$ cat src/rtl/liteic_slave_node_read.sv
// Read-side slave node: QoS + round-robin arbitration of master AR requests,
// single outstanding AR/R transaction forwarded to one AXI-lite slave.
module liteic_slave_node_read #(
  parameter int NUM_MASTERS = 4,
  parameter int ADDR_WIDTH  = 32,
  parameter int DATA_WIDTH  = 32,
  parameter int RDATA_WIDTH = DATA_WIDTH + 2
) (
  input  logic                   clk_i,
  input  logic                   rstn_i,
  input  logic [NUM_MASTERS-1:0] cbar_reqst_val_i,
  output logic [NUM_MASTERS-1:0] cbar_reqst_rdy_o,
  input  logic [ADDR_WIDTH-1:0]  cbar_reqst_data_i [NUM_MASTERS],
  input  logic [3:0]             cbar_reqst_arqos_i [NUM_MASTERS],
  output logic [NUM_MASTERS-1:0] cbar_resp_val_o,
  input  logic [NUM_MASTERS-1:0] cbar_resp_rdy_i,
  output logic [RDATA_WIDTH-1:0] cbar_resp_data_o,
  output logic                   slv_ar_valid_o,
  input  logic                   slv_ar_ready_i,
  output logic [ADDR_WIDTH-1:0]  slv_ar_addr_o,
  output logic [3:0]             slv_ar_qos_o,
  input  logic                   slv_r_valid_i,
  output logic                   slv_r_ready_o,
  input  logic [DATA_WIDTH-1:0]  slv_r_data_i,
  input  logic [1:0]             slv_r_resp_i
);

  localparam int IW = $clog2(NUM_MASTERS);

  typedef enum logic [1:0] {
    IDLE,
    ADDR,
    RESP
  } state_t;

  state_t              r_state;
  state_t              w_next;
  logic [IW-1:0]       r_grant;
  logic [IW-1:0]       r_rr;
  logic [ADDR_WIDTH-1:0] r_addr;
  logic [3:0]          r_qos;
  logic [IW-1:0]       w_win;
  logic [IW-1:0]       w_rr_nxt;
  logic                w_any;
  logic [3:0]          w_best;

  // Scan from rr pointer; strict '>' keeps the first tied candidate.
  always_comb begin
    w_any  = 1'b0;
    w_best = 4'd0;
    w_win  = '0;
    for (int k = 0; k < NUM_MASTERS; k++) begin
      logic [IW:0]   w_j;
      logic [IW-1:0] w_idx;
      w_j = {1'b0, r_rr} + (IW+1)'(k);
      if (w_j >= (IW+1)'(NUM_MASTERS))
        w_j = w_j - (IW+1)'(NUM_MASTERS);
      w_idx = w_j[IW-1:0];
      if (cbar_reqst_val_i[w_idx] &&
          (!w_any || cbar_reqst_arqos_i[w_idx] > w_best)) begin
        w_any  = 1'b1;
        w_best = cbar_reqst_arqos_i[w_idx];
        w_win  = w_idx;
      end
    end
  end

  assign w_rr_nxt = (w_win == IW'(NUM_MASTERS-1)) ? '0 : w_win + 1'b1;

  always_ff @(posedge clk_i or negedge rstn_i) begin
    if (!rstn_i) begin
      r_state <= IDLE;
      r_grant <= '0;
      r_rr    <= '0;
      r_addr  <= '0;
      r_qos   <= '0;
    end else begin
      r_state <= w_next;
      if (r_state == IDLE && w_any) begin
        r_grant <= w_win;
        r_rr    <= w_rr_nxt;
        r_addr  <= cbar_reqst_data_i[w_win];
        r_qos   <= cbar_reqst_arqos_i[w_win];
      end
    end
  end

  always_comb begin
    w_next = r_state;
    unique case (r_state)
      IDLE: if (w_any) w_next = ADDR;
      ADDR: if (slv_ar_ready_i) w_next = RESP;
      RESP: if (slv_r_valid_i && cbar_resp_rdy_i[r_grant]) w_next = IDLE;
      default: w_next = IDLE;
    endcase
  end

  always_comb begin
    cbar_reqst_rdy_o = '0;
    cbar_resp_val_o  = '0;
    slv_ar_valid_o   = 1'b0;
    slv_r_ready_o    = 1'b0;
    unique case (r_state)
      IDLE: if (w_any) cbar_reqst_rdy_o[w_win] = 1'b1;
      ADDR: slv_ar_valid_o = 1'b1;
      RESP: begin
        slv_r_ready_o            = cbar_resp_rdy_i[r_grant];
        cbar_resp_val_o[r_grant] = slv_r_valid_i;
      end
      default: ;
    endcase
  end

  assign slv_ar_addr_o    = r_addr;
  assign slv_ar_qos_o     = r_qos;
  assign cbar_resp_data_o = {slv_r_data_i, slv_r_resp_i};

endmodule

$ cat config.mk
export PLATFORM = sky130hd
export DESIGN_NAME = liteic_slave_node_read
export DESIGN_NICKNAME = d
export VERILOG_FILES = /design/src/rtl/liteic_slave_node_read.sv
export SDC_FILE = /design/constraint.sdc
export NUM_CORES = 1
export LEC_CHECK = 0
export ABC_AREA = 1
export CELL_PAD_IN_SITES_DETAIL_PLACEMENT = 0
export CELL_PAD_IN_SITES_GLOBAL_PLACEMENT = 2
export CORE_ASPECT_RATIO = 1.1
export CORE_UTILIZATION = 33
export CTS_BUF_LIST = sky130_fd_sc_hd__clkbuf_8
export DETAILED_ROUTE_END_ITERATION = 6
export DONT_BUFFER_PORTS = 1
export PLACE_DENSITY_LB_ADDON = 0.1
export SYNTH_ARGS = -nofsm -noshare
export SYNTH_HDL_FRONTEND = slang
export SYNTH_SLANG_ARGS = --single-unit
$ cat constraint.sdc
create_clock -name clk_i -period 14.66 [get_ports clk_i]
set_clock_uncertainty 0.05 [all_clocks]
set_input_delay 2.932 -clock clk_i [delete_from_list [all_inputs] [get_ports clk_i]]
set_output_delay 2.932 -clock clk_i [all_outputs]
set_load 0.02 [all_outputs]
==> run_results.csv <==
group,metric,value,unit
layout,finish.instance_area,4510,um2
placement,port_buffers,0,
clock_network,cts.sinks,42,
logic_synthesis,synth_nets,1010,
critical_path,cpLargestDelayFamily,"simple AND/OR/NAND/NOR gates",
timing,relSlewSlack,0.159,
clock_network,clk_latency,0.30,ns
timing,finalCritPeriodShare,0.747,
critical_path,rrSetupSlack,8.14,ns
clock_network,cts-root-buf,"clkbuf_8",
timing,rsz0062_at_grt,"false",
layout,syn_to_final_growth,-2.22,%
clock_network,htree_levels,2,
route,drc,0,
critical_path,cp-end-kind,"primary output",
clock_network,clk_path_buf_depth,2,
critical_path,critPathArrivalTime,7.98,ns
critical_path,slowest_stage,"buf_4",
global_routing,overflow,0,
route,vias,4478,
timing,fin_crit,10.96,ns
global_routing,grt_pass1_vias,4332,
critical_path,critPathKind,"input port to primary output",
hold_path,worstHoldPathType,"flip-flop to flip-flop",
clock_network,clk_pin_slew,0.08,ns
placement,dpl_cell_area,4410,um2
global_routing,antenna_found_initial,1,
layout,layout-drive-gt1-share,0.0566,
clock_network,postCtsSetupRepairBufs,0,
timing,drv_slew,0,
route,drt_iter0_drc,163,
route,dr.pass1.iters,4,
logic_synthesis,yosysWarningCount,0,
layout,nNetsFinal,947,
timing,fin_setup_tns,0,ns
timing,tightest_slew,1.26,ns
critical_path,required,11.68,ns
timing,max_freq,91.3,MHz
critical_path,crit_path_max_fanout,43,
logic_synthesis,netlist_instances,804,
floorplanning,num_rows,44,
placement,post-dp-hpwl,10400,um
logic_synthesis,avgSynthCellArea,5.74,um2
clock_network,cts.hold.buffers_added,0,
route,via_per_inst,4.83,
run,maxCapViolations,0,
clock_network,cts_resized,0,
logic_synthesis,mappedNetlistArea,4610,um2
clock_network,cts_tree,"built",
route,finalWirelength,14000,um
floorplanning,core_area,13400,um2
global_routing,grt_pass1_wl,22100,um
critical_path,cp-start-kind,"input port",
route,ant_nets,0,
route,avgRoutedWirePerCell,15.1,um
critical_path,crit_buf_inv,5,
critical_path,critPathMaxStageDelay,0.40,ns
placement,gp_congestion,0.852,
critical_path,cpMostUsedCell,"nand2_1",
logic_synthesis,yosys_register_bits,42,
floorplanning,die_y,126,um
floorplanning,fp.dieW,115,um
clock_network,cts_made_buffers,5,
logic_synthesis,synth_cell_types,31,
logic_synthesis,seq_area_frac_synth,0.228,
timing,setup_viol,0,
global_routing,grt_max_degree,75,
status,status,"finished clean",
floorplanning,fp.dieArea,14500,um2
floorplanning,pin_count,270,
floorplanning,start_util,0.343,
global_routing,grt_util_all_layers,0.194,
timing,hold_viol_final,0,
-- worst reg2reg max path, delay by kind of cell (launching register included) --
family	cells	cell delay, ns
flip-flops	1	0.68
adder cells (fa/ha/maj)	3	0.95
AND/OR/NAND/NOR	25	2.72
AO/OA/AOI/OAI	6	1.02
buffers and inverters	5	1.00
-- state kept, by name, indices dropped and copies added (netlist names) --
register	count
r_grant	2
r_rr	2
slv_ar_qos_o	4
slv_ar_addr_o	32
r_state	2
-- metal layers --
| layer | routed length, um | track usage | vias to the layer above |
|---|---|---|---|
| li1 | - | - | 2291 |
| met5 | 0 | 0 | - |
| met3 | 1340 | 0.0722 | 15 |
| met2 | 6680 | 0.344 | 158 |
| met1 | 5850 | 0.223 | 2014 |
| met4 | 94 | 0.0321 | 0 |
-- cell usage in the layout, fill, tap and decap left out, drive strengths merged --
| master | n |
|---|---|
| nor3 | 4 |
| a21o | 1 |
| o21bai | 1 |
| clkinvlp | 1 |
| clkbuf | 6 |
| a21oi | 8 |
| diode | 1 |
| nand3 | 141 |
| nand4 | 1 |
| o21ai | 43 |
| a31oi | 1 |
| inv | 150 |
| nor2 | 11 |
| nand2 | 280 |
| or2 | 28 |
| o31ai | 1 |
| o21a | 1 |
| buf | 4 |
| clkinv | 2 |
| ha | 16 |
| dfrtp | 42 |
-- kinds of logic after synthesis --
| group | after synthesis | synth area share |
|---|---|---|
| AOI/OAI and AO/OA | 56 | 0.0640 |
| adders and majority gates | 16 | 0.0434 |
| buffers and inverters | 225 | 0.224 |
| DFF | 42 | 0.228 |
| and+or+nand+nor | 465 | 0.441 |
-- path summary, 6_finish.rpt --
| kind | from | cells past startpoint | endpoint |
|---|---|---|---|
| setup / recovery | cbar_reqst_arqos_i[1] | 39 | cbar_reqst_rdy_o[3] |
| hold / removal | r_state[1] | 1 | r_state[0] |
| setup reg to reg | r_rr[1] | 39 | slv_ar_addr_o[18] |
| hold reg to reg | r_state[1] | 1 | r_state[0] |
| max in group asynchronous | rstn_i | 0 | r_rr[1] |
| min in group asynchronous | rstn_i | 0 | slv_ar_qos_o[0] |
-- stage by stage --
stage               cells  hold WS, ns  utilization  worst slack [ns]
floorplan             804        0.444            -              4.69
global placement      918        0.487        0.329              3.77
detailed placement    918        0.493        0.329              3.66
CTS                   926        0.522        0.336              3.64
global route          927        0.528        0.336              2.94
finish                927        0.511        0.336              3.70
-- cells in the mapped netlist --
| cell type | number | area share |
|---|---|---|
| clkbuf_1 | 17 | 0.014 |
| a21oi_2 | 1 | 0.0019 |
| nand2_2 | 6 | 0.0081 |
| buf_1 | 3 | 0.0024 |
| inv_2 | 5 | 0.0041 |
| dfrtp_1 | 42 | 0.23 |
| or2_2 | 15 | 0.020 |
| a21o_1 | 1 | 0.0016 |
| o21ai_0 | 42 | 0.046 |
| ha_1 | 16 | 0.043 |
| a21oi_1 | 7 | 0.0076 |
| nor3_1 | 4 | 0.0043 |
| nor2_1 | 10 | 0.0081 |
| nand3_1 | 140 | 0.15 |
| o21bai_1 | 1 | 0.0016 |
| nand2_1 | 273 | 0.22 |
| nor2_4 | 1 | 0.0024 |
| nand4_1 | 1 | 0.0014 |
| o31ai_1 | 1 | 0.0016 |
| o21ai_1 | 1 | 0.0011 |
| o21a_1 | 1 | 0.0016 |
| clkinv_1 | 1 | 0.00081 |
| nand2_4 | 1 | 0.0024 |
| nand3_2 | 1 | 0.0022 |
| inv_1 | 145 | 0.12 |
| a31oi_1 | 1 | 0.0014 |
| buf_4 | 38 | 0.062 |
| or2_1 | 3 | 0.0041 |
| buf_6 | 4 | 0.0098 |
| buf_2 | 12 | 0.013 |
| or2_0 | 10 | 0.014 |
-- final cells by class --
type / instances / area, um2
clock buffers: 6 / 82.6
flip-flops and latches: 42 / 1050
inverters: 151 / 567
fillers: 1585 / 8920
diodes: 1 / 2.50
multi-input cells: 537 / 2530
well taps: 184 / 230
repair buffers: 4 / 30.0
clock inverters: 2 / 12.5
Power is not shown: default switching activity piles up to over one toggle a cycle in this logic, so the estimate is an artifact.
